==> src/rtl/hilo_issue_ctrl.sv <==
// Issue arbitration and HI/LO architectural state for the shared non-pipelined HILO unit.
// Grants one slot per accept window, bypasses HI/LO into the FU and drains it on flush.
module hilo_issue_ctrl #(
    parameter int unsigned TAG_W = 6
) (
    input  logic              clk,
    input  logic              resetn,
    input  logic              flush,
    input  logic              req0_valid,
    input  logic [7:0]        req0_op,
    input  logic [31:0]       req0_src,
    input  logic [TAG_W-1:0]  req0_tag,
    input  logic              req0_rfwe,
    input  logic              req1_valid,
    input  logic [7:0]        req1_op,
    input  logic [31:0]       req1_src,
    input  logic [TAG_W-1:0]  req1_tag,
    input  logic              req1_rfwe,
    output logic              grant0,
    output logic              grant1,
    output logic              fu_ready,
    output logic [7:0]        fu_op,
    output logic [31:0]       fu_rdata1,
    output logic [63:0]       fu_rdata2,
    input  logic              fu_busy,
    input  logic              fu_done,
    input  logic [31:0]       fu_wdata,
    input  logic [31:0]       fu_extra_wdata,
    output logic              cb_valid,
    output logic [TAG_W-1:0]  cb_tag,
    output logic              rf_we,
    output logic [31:0]       rf_wdata,
    output logic [31:0]       hi_q,
    output logic [31:0]       lo_q
);
    localparam int unsigned OP_W    = 8;
    localparam int unsigned DATA_W  = 32;
    localparam int unsigned OP_MTHI = 5;
    localparam int unsigned OP_MTLO = 4;
    // mult/multu/div/divu all write both HI and LO
    localparam logic [OP_W-1:0] ARITH_MASK = 8'h0F;

    typedef enum logic [1:0] {
        IDLE  = 2'd0,
        EXEC  = 2'd1,
        DRAIN = 2'd2
    } state_t;

    state_t              state_q;
    state_t              state_d;
    logic                accept;
    logic                done_ok;
    logic [OP_W-1:0]     op_q;
    logic [TAG_W-1:0]    tag_q;
    logic                rfwe_q;
    logic                hi_we;
    logic                lo_we;
    logic [DATA_W-1:0]   hi_d;
    logic [DATA_W-1:0]   lo_d;

    // State register
    always_ff @(posedge clk) begin
        if (!resetn) begin
            state_q <= IDLE;
        end else begin
            state_q <= state_d;
        end
    end

    // Next state, accept window, arbitration and completion qualification
    always_comb begin
        state_d = state_q;
        accept  = 1'b0;
        done_ok = 1'b0;
        case (state_q)
            IDLE: begin
                accept = ~flush;
            end
            EXEC: begin
                if (fu_done) begin
                    state_d = IDLE;
                    if (!flush) begin
                        done_ok = 1'b1;
                        accept  = 1'b1;
                    end
                end else if (flush) begin
                    state_d = DRAIN;
                end
            end
            DRAIN: begin
                if (fu_done) begin
                    state_d = IDLE;
                end
            end
            default: begin
                state_d = IDLE;
            end
        endcase
        if (!resetn) begin
            accept  = 1'b0;
            done_ok = 1'b0;
        end
        grant0 = accept & req0_valid;
        grant1 = accept & ~req0_valid & req1_valid;
        if (grant0 | grant1) begin
            state_d = EXEC;
        end
    end

    // FU start mux, HI/LO write decode and bypass, commit-buffer completion
    always_comb begin
        fu_ready  = grant0 | grant1;
        fu_op     = '0;
        fu_rdata1 = '0;
        if (grant0) begin
            fu_op     = req0_op;
            fu_rdata1 = req0_src;
        end else if (grant1) begin
            fu_op     = req1_op;
            fu_rdata1 = req1_src;
        end

        hi_we = done_ok & (op_q[OP_MTHI] | (|(op_q & ARITH_MASK)));
        lo_we = done_ok & (op_q[OP_MTLO] | (|(op_q & ARITH_MASK)));
        hi_d  = hi_we ? fu_extra_wdata : hi_q;
        lo_d  = lo_we ? fu_wdata       : lo_q;
        fu_rdata2 = {hi_d, lo_d};

        cb_valid = done_ok;
        cb_tag   = done_ok ? tag_q : '0;
        rf_we    = done_ok & rfwe_q;
        rf_wdata = done_ok ? fu_wdata : '0;
    end

    // In-flight op tracking
    always_ff @(posedge clk) begin
        if (!resetn) begin
            op_q   <= '0;
            tag_q  <= '0;
            rfwe_q <= 1'b0;
        end else if (grant0) begin
            op_q   <= req0_op;
            tag_q  <= req0_tag;
            rfwe_q <= req0_rfwe;
        end else if (grant1) begin
            op_q   <= req1_op;
            tag_q  <= req1_tag;
            rfwe_q <= req1_rfwe;
        end
    end

    // Architectural HI/LO
    always_ff @(posedge clk) begin
        if (!resetn) begin
            hi_q <= '0;
            lo_q <= '0;
        end else begin
            hi_q <= hi_d;
            lo_q <= lo_d;
        end
    end

    // The FU never signals completion while still stalling
    assert property (@(posedge clk) disable iff (!resetn) !(fu_done && fu_busy));

endmodule

==> config.mk <==
export PLATFORM = sky130hd
export DESIGN_NAME = hilo_issue_ctrl
export DESIGN_NICKNAME = d
export VERILOG_FILES = /design/src/rtl/hilo_issue_ctrl.sv
export SDC_FILE = /design/constraint.sdc
export NUM_CORES = 1
export LEC_CHECK = 0
export BUFFER_PORTS_ARGS = -buffer_cell sky130_fd_sc_hd__buf_2
export CAP_MARGIN = 20
export CORE_AREA = 3 3 143 145
export DETAILED_ROUTE_END_ITERATION = 10
export DIE_AREA = 0 0 146 148
export PLACE_DENSITY = 0.56
export SLEW_MARGIN = 10
export SYNTH_ARGS = -nofsm -noshare
export SYNTH_HDL_FRONTEND = slang
export SYNTH_SLANG_ARGS = --single-unit
==> constraint.sdc <==
create_clock -name clk -period 3 [get_ports clk]
set_input_delay 0.15 -clock clk [delete_from_list [all_inputs] [get_ports clk]]
set_output_delay 0.15 -clock clk [all_outputs]
set_load 0.01 [all_outputs]
After elaboration in Yosys (flattened, before gate mapping)
Index checks and enable logic that the tools add are counted.
Widths: inputs -> output; s select.
Storage, ports and cells
  bits in registers: 79
  input port bits: 165
  output and inout bits: 211
  word-level logic and storage cells: 58
Operators by class
  eq/ne operators: 7
  multiplexer cells: 25
  bitwise gates (word level): 13
  reductions and logical operators: 6
Operator list (number)
  $mux 32: 5
  $mux 6: 5
  $mux 8: 2
  $mux 1: 8
  $and 1x1->1: 6
  $mux 2: 3
  $ne 3x3->1 const B: 2
  $pmux 2 s3: 1
  $reduce_and 3->1: 2
  $ne 2x2->1 const B: 2
  $ne 4x4->1 const B: 1
  $not 1->1: 4
  $reduce_or 4->1: 1
  $or 1x1->1: 3
  $eq 2x1->1 const B: 1
  $eq 2x2->1 const B: 1
  $logic_not 2->1: 1
  $pmux 1 s2: 1
  $reduce_bool 2->1: 1
  $reduce_or 2->1: 1

Logic depth before layout (Yosys ltp)
Gate-level depths: netlist of the first run.
  depth in word-level cells: 9
  depth in mapped cells: 6
  gate-level depth less buffers: 3

Worst setup path after synthesis of the first run
Ideal clock, no wire load.
  path kind: register -> output
  from: register op_q[0]
  to: output fu_rdata2[10]
  arrival time: 1.657 ns
  data required time: 2.850 ns
  path slack: 1.193 ns
  cell stages (with the launch flop): 6
  cell sequence: dfxtp_1 -> or4_4 -> o2111ai_2 -> buf_6 -> buf_12 -> mux2_4
Between the ends
  longest elaborated chain between the ends: 4
RTL lines
  start, declared: RTL line 53  | logic [OP_W-1:0] op_q;
  start signal, assigned: RTL line 142  | op_q <= req0_op;
  start signal, assigned: RTL line 146  | op_q <= req1_op;
  $reduce_or 4->1: RTL line 124  | lo_we = done_ok & (op_q[OP_MTLO] | (|(op_q & ARITH_MASK)));
  $or 1x1->1: RTL line 124
  $and 1x1->1: RTL line 124
  $mux 32: RTL line 126  | lo_d = lo_we ? fu_wdata : lo_q;
  end, declared: RTL line 24  | output logic [63:0] fu_rdata2,
No other way between the ends.

Worst setup path after layout of the first run
  from: register op_q[0]
  to: output fu_rdata2[31]
Same word-level chain as after synthesis.

==> results of run 1 <==
## per-layer routing
layer | up-vias | part of all wire (%) | GRT usage, %
met5 | - | 0.075 | 0
met2 | 221 | 51 | 27.26
li1 | 2536 | - | -
met1 | 2328 | 40 | 17.44
met4 | 2 | 0.79 | 3.528
met3 | 7 | 8.0 | 4.292
## cells in the mapped netlist (2+ instances only)
cell type | instances | share of area (%)
clkbuf_1 | 24 | 1.8
mux2_4 | 56 | 17
a22oi_1 | 47 | 7.1
and2_1 | 39 | 4.9
mux2i_1 | 65 | 13
nand2_1 | 77 | 5.8
nor2b_1 | 4 | 0.50
inv_1 | 65 | 4.9
buf_1 | 5 | 0.38
o22ai_1 | 13 | 1.6
mux2_2 | 8 | 1.8
buf_6 | 8 | 1.8
nor2_1 | 43 | 3.2
o2111ai_2 | 2 | 0.60
buf_12 | 6 | 2.4
dfxtp_1 | 79 | 32
buf_2 | 2 | 0.20
## cell families (layout without fill, tap and decap cells)
kind of cell,count (synthesis),count (layout)
compound gates,62,62
buf+inv,110,473
simple gates,171,171
flops,79,79
mux,129,129
## cells in the final DEF (no fill, tap or decap)
master      count
a22oi_1        47
and2_1         39
and3_1          1
buf_12          4
buf_2         374
buf_4          14
bufinv_16       2
clkbuf_1        1
clkbuf_16       9
clkbuf_8        1
clkinv_2        1
clkinv_4        1
clkinvlp_4      1
dfxtp_1        79
inv_1          65
mux2_2          8
mux2_4         56
mux2i_1        65
nand2_1        77
nand2b_2        1
nor2_1         43
nor2b_1         3
nor2b_4         1
nor3_1          1
nor3_2          1
nor3b_1         1
nor3b_2         1
o2111ai_4       2
o22ai_1        13
or3b_2          1
or4_4           1
## through the flow
stage / setup slack (ns) / power, mW / instance area (um^2) / hold WS, ns
final: 0.3083 / 2.705 / 7403 / 0.06120
after CTS: 0.2526 / 2.756 / 7403 / 0.04049
after detailed placement: 0.6369 / 1.546 / 7079 / 0.4042
after global routing: 0.1972 / 2.831 / 7403 / 0.04909
after floorplan: 1.193 / 1.327 / 4987 / 0.2261
after global placement: 0.6313 / 1.545 / 7079 / 0.4007
## layout make-up
cell class                 instances  area, um^2  area share [%]
sequential                        79        1582           21.36
inverter                          65       244.0           3.296
tap                              265       331.6           4.479
multi-input combinational        362        2865           38.70
clock inverter                     5       81.33           1.099
timing repair buffer             392        2057           27.78
clock buffer                      11       242.7           3.279
## critical path, cell delays in order (launching register included)
cell and delay [ns]:
dfxtp_1 0.31, or4_4 0.57, o2111ai_4 0.58, buf_12 0.24, mux2_2 0.35, buf_2 0.14
## path summary, 6_finish.rpt
check	startpoint	end	slack (ns)	cells past startpoint
min reg2reg	tag_q[4]	tag_q[4]	0.47	2
min	fu_extra_wdata[24]	hi_q[24]	0.06	3
max	op_q[0]	fu_rdata2[31]	0.31	5
max reg2reg	op_q[0]	lo_q[4]	0.99	4
## flip-flops by register name, indices dropped and copies added, names as in the netlist
signal	cells
tag_q	6
hi_q	32
lo_q	32
rfwe_q	1
state_q	2
op_q	6
## power by group
part	internal, mW	switching (mW)
Sequential	1.07	0.0174
Clock	0.752	0.431
Combinational	0.207	0.223
Total	2.03	0.671
==> reports/metrics.yaml, run 1 <==
grt:
  grt_usage_pct: 14.99
  grt_max_degree: 79
  grt_pass1_vias: 4812
  grt_pass1_wl_mm: 26.19
  overflow: 0
  antenna_found_initial: 2
yosys:
  synth_top_flop_cell: "dfxtp_1"
  synthMuxAreaShare_pct: 31.71
  yosysWarningCount: 0
  synth.avg_cell_area_um2: 9.051
  synth-compound-area-share_pct: 9.308
  yosysUniqueCellTypes: 25
  synth-seq-area-share_pct: 31.71
  postSynthCellCount: 551
  syn_area_um2: 4987
  synthAdderAreaFrac_pct: 0
  synth_xor_area_share_pct: 0
  synth-simple-area-share_pct: 15.78
  async_reset_ff_share_pct: 0
  synth_top_family_by_area: "multiplexers"
  synth-edff-count: 0
  ys_ff_latch: 79
  synth_nets: 716
die:
  die_h_um: 148
  fp.dieW_um: 146
  die_area_um2: 21610
  coreArea_um2: 19330
  start_util_pct: 25.79
  io_pins: 376
  rows: 51
clock_network:
  cts-htree-levels: 3
  clk_pin_slew_ns: 0.06
  cts_root_buf: "clkbuf_16"
  cts_tree: "built"
  clk-insertion-delay-late_ns: 0.33
  cts-resized-gates: 0
  numCtsBuffers: 9
  post_cts_buffers: 0
  cts_buffer_depth: 2
  holdBufCountCts: 0
  clock-sinks: 79
sta:
  max_freq_mhz: 371.5
  worst_slew_pin_slew_ns: 0.8553
  finalCritPeriodShare_pct: 89.72
  relSlewSlack_pct: 42.98
  rsz0062_at_grt: "false"
  hold_viol: 0
  finalSetupTns_ns: 0
  layout_min_cycle_time_ns: 2.692
  setup_viol: 0
  slew_violations: 0
  final.setup_skew_ns: 0.005854
routing:
  drt_pass1_iterations: 5
  drc: 0
  vias: 5094
  ant_nets: 0
  vias_per_cell: 4.321
  first_iter_violations: 174
  wl_per_cell_um: 14.68
  detail_route.wirelength_mm: 17.31
setup_path:
  critical_path_class: "reg2out"
  required_ns: 2.85
  cp_max_fo: 13
  cp.arrival_ns: 2.54
  cp-start-kind: "register"
  end_kind: "primary output"
layout:
  area_growth_pct: 48.44
  layout.cells.non_filler: 1179
  utilization_pct: 38.29
  n_antenna_cell: 0
  drive_gt1_share_pct: 52.41
  finalNetCount: 1074
  fillers: 2078
pwr:
  p_per_area_nw_per_um2: 365.3
  leakagePower_nw: 4.689
  ir_worst_vdd_v: 0.0002514
placement:
  gp_congestion: 0.7732
  io_buffers: 374
  dp_cells: 1163
  dp_hpwl_mm: 13.52
flow_run:
  drv_cap: 0
run_status:
  status: "complete, no violations"
hold_path:
  min_path_type: "in2reg"
No activity file was read; power rests on OpenSTA's default activity.
==> run 2, diff against run 1 <==
--- a/config.mk
+++ b/config.mk
@@ -5,7 +5,7 @@
 export SDC_FILE = /design/constraint.sdc
 export NUM_CORES = 1
 export LEC_CHECK = 0
-export BUFFER_PORTS_ARGS = -buffer_cell sky130_fd_sc_hd__buf_2
+export BUFFER_PORTS_ARGS = -buffer_cell sky130_fd_sc_hd__buf_4
 export CAP_MARGIN = 20
 export CORE_AREA = 3 3 143 145
 export DETAILED_ROUTE_END_ITERATION = 10
==> run 2 against run 1 <==
Flip-flop and latch count stayed put; die area stayed put; total power is 2.2% lower; first-iteration DRC count is 2.9% lower; critical path depth stayed put; worst hold slack worse by 0.0078 ns; maximum frequency is 0.15% higher; combinational power is 22% higher; clock power is 13% lower; via count hardly changed; utilization is 4.6 points higher; largest cell class is now non-clock buffers.
==> reports/metrics.yaml, run 2 (synthesis gave the netlist of run 1 again) <==
run_status:
  status: "complete, no violations"  # unchanged
clock_network:
  cts_buffer_depth: 2  # unchanged
  holdBufCountCts: 0  # unchanged
  clk-insertion-delay-late_ns: 0.33  # about the same
  post_cts_buffers: 0  # unchanged
  cts_root_buf: "clkbuf_16"  # unchanged
  numCtsBuffers: 9  # unchanged
  cts-htree-levels: 3  # unchanged
  cts-resized-gates: 0  # unchanged
  clk_pin_slew_ns: 0.06  # about the same
  cts_tree: "built"  # unchanged
  clock-sinks: 79  # unchanged
placement:
  dp_hpwl_mm: 14.70  # was 13.52 mm
  dp_slack_ns: 0.6168  # was 0.6369 ns
  gp_congestion: 0.7752  # was 0.7732
  io_buffers: 374  # unchanged
  placed_area_um2: 8018  # was 7079 um^2
setup_path:
  cp.arrival_ns: 2.54  # about the same
  r2r_cells: 4  # unchanged
  cpPeakStageDelay_ns: 0.58  # about the same
  timing.rr.start: "op_q[0]"  # unchanged
  end_kind: "primary output"  # unchanged
  critical_path_class: "reg2out"  # unchanged
  cp-start-kind: "register"  # unchanged
  required_ns: 2.85  # about the same
  cp_max_fo: 26  # was 13
  crit_start: "op_q[0]"  # unchanged
  cp_cell_sequence: "or4_4 -> o2111ai_4 -> buf_12 -> mux2_2 -> buf_4"  # was or4_4 -> o2111ai_4 -> buf_12 -> mux2_2 -> buf_2
  r2r-end: "hi_q[28]"  # was lo_q[4]
  regToRegSetupSlack_ns: 0.99  # about the same
  cpMaxStageDelayCell: "or4_4"  # was o2111ai_4
pwr:
  p_per_area_nw_per_um2: 318.8  # was 365.3 nW/um^2
  finalPower_mw: 2.645  # was 2.705 mW
  leakagePower_nw: 4.791  # was 4.689 nW
  ir_worst_vdd_v: 0.0001833  # was 0.0002514 V
routing:
  ant_nets: 0  # unchanged
  vias: 5093  # was 5094
  wl_per_cell_um: 15.73  # was 14.68 um
  drt_pass1_iterations: 4  # was 5
  drc: 0  # unchanged
  first_iter_violations: 169  # was 174
  detail_route.wirelength_mm: 18.52  # was 17.31 mm
  vias_per_cell: 4.327  # was 4.321
hold_path:
  hold_path_end: "state_q[1]"  # was hi_q[24]
  hp-start: "fu_done"  # was fu_extra_wdata[24]
  min_path_type: "in2reg"  # unchanged
  min_path_cells: 2  # was 3
grt:
  overflow: 0  # unchanged
  grt_usage_pct: 16.15  # was 14.99%
  antenna_found_initial: 1  # was 2
  grt_max_degree: 79  # unchanged
  grt_pass1_vias: 4968  # was 4812
  grt_pass1_wl_mm: 27.92  # was 26.19 mm
sta:
  relSlewSlack_pct: 40.21  # was 42.98%
  max_freq_mhz: 372.1  # was 371.5 MHz
  rsz0062_at_grt: "false"  # unchanged
  hold_viol: 0  # unchanged
  fin_ws_ns: 0.3123  # was 0.3083 ns
  slew_violations: 0  # unchanged
  layout_min_cycle_time_ns: 2.688  # was 2.692 ns
  final.setup_skew_ns: 0.009561  # was 0.005854 ns
  setup_viol: 0  # unchanged
  finalSetupTns_ns: 0  # unchanged
  worst_slew_pin_slew_ns: 0.8968  # was 0.8553 ns
  finalCritPeriodShare_pct: 89.59  # was 89.72%
layout:
  drive_gt1_share_pct: 52.14  # was 52.41%
  postLayoutCellArea_um2: 8297  # was 7403 um^2
  mostFrequentLayoutCells: "buf_4 (383), dfxtp_1 (79), nand2_1 (77), inv_1 (65), mux2i_1 (65)"  # was buf_2 (374), dfxtp_1 (79), nand2_1 (77), inv_1 (65), mux2i_1 (65)
  fillers: 1984  # was 2078
  area_growth_pct: 66.36  # was 48.44%
  ff_latch_area_um2: 1582  # unchanged
  multi_input_area_um2: 2865  # unchanged
  reg.largest.list: "hi_q: 32 flops, lo_q: 32 flops"  # unchanged
  final_common_cell: "buf_4"  # was buf_2
  finalNetCount: 1071  # was 1074
die:
  fp.dieW_um: 146  # unchanged
  start_util_pct: 25.79  # unchanged
  io_pins: 376  # unchanged
  die_h_um: 148  # unchanged
  coreArea_um2: 19330  # unchanged
  rows: 51  # unchanged
  die_area_um2: 21610  # unchanged
flow_run:
  drv_cap: 0  # unchanged
[run 2: cell types whose count changed in the layout (fill, tap and decap cells not counted)]
cell | before | now
inv_6 | 0 | 1
bufinv_16 | 2 | 0
diode_2 | 0 | 1
buf_12 | 4 | 6
buf_2 | 374 | 0
buf_4 | 14 | 383
clkbuf_1 | 1 | 2
[run 2: worst max-delay path by stage]
stage                                to  depth (start not counted)  slack [ns]
after floorplan           fu_rdata2[10]                          5        1.19
after global placement     fu_rdata2[1]                          5        0.63
after detailed placement   fu_rdata2[1]                          5        0.62
after CTS                  fu_rdata2[1]                          5        0.25
after global routing      fu_rdata2[63]                          5        0.22
final                     fu_rdata2[63]                          5        0.31
[run 2: cell type report]
| class | count | area share [%] |
|---|---|---|
| Multi-Input combinational cell | 362 | 34.53 |
| Clock buffer | 12 | 2.971 |
| Inverter | 65 | 2.941 |
| Antenna cell | 1 | 0.03016 |
| Timing Repair Buffer | 389 | 36.10 |
| Clock inverter | 4 | 0.3619 |
| Tap cell | 265 | 3.996 |
| Sequential cell | 79 | 19.06 |
[run 2: stage by stage]
step / cells / hold WS (ns) / utilization, %
CTS: 1176 / 0.03504 / 42.90
detailed placement: 1160 / 0.3997 / 41.47
global placement: 1160 / 0.3926 / 41.47
finish: 1177 / 0.05338 / 42.91
global route: 1177 / 0.04204 / 42.91
floorplan: 551 / 0.2261 / -
[run 2: metal layers]
| metal | vias to the layer above | wire (um) | GRT usage [%] |
|---|---|---|---|
| met5 | - | 0 | 0 |
| met4 | 0 | 351 | 5.786 |
| met3 | 21 | 1448 | 4.292 |
| met2 | 229 | 9429 | 29.10 |
| met1 | 2304 | 7286 | 18.43 |
| li1 | 2539 | - | - |
[run 2: worst max-delay path: cells and delay by family, from the launching register on]
| kind | cells | cell delay [ns] |
|---|---|---|
| AO/OA/AOI/OAI | 1 | 0.51 |
| flip-flops | 1 | 0.31 |
| buffers and inverters | 2 | 0.44 |
| AND/OR/NAND/NOR | 1 | 0.58 |
| multiplexers | 1 | 0.36 |
[run 2: power by group]
part | switching (mW) | leakage [nW] | internal, mW
Combinational | 0.228 | 4.02 | 0.296
Clock | 0.442 | 0.133 | 0.587
Sequential | 0.0180 | 0.639 | 1.07
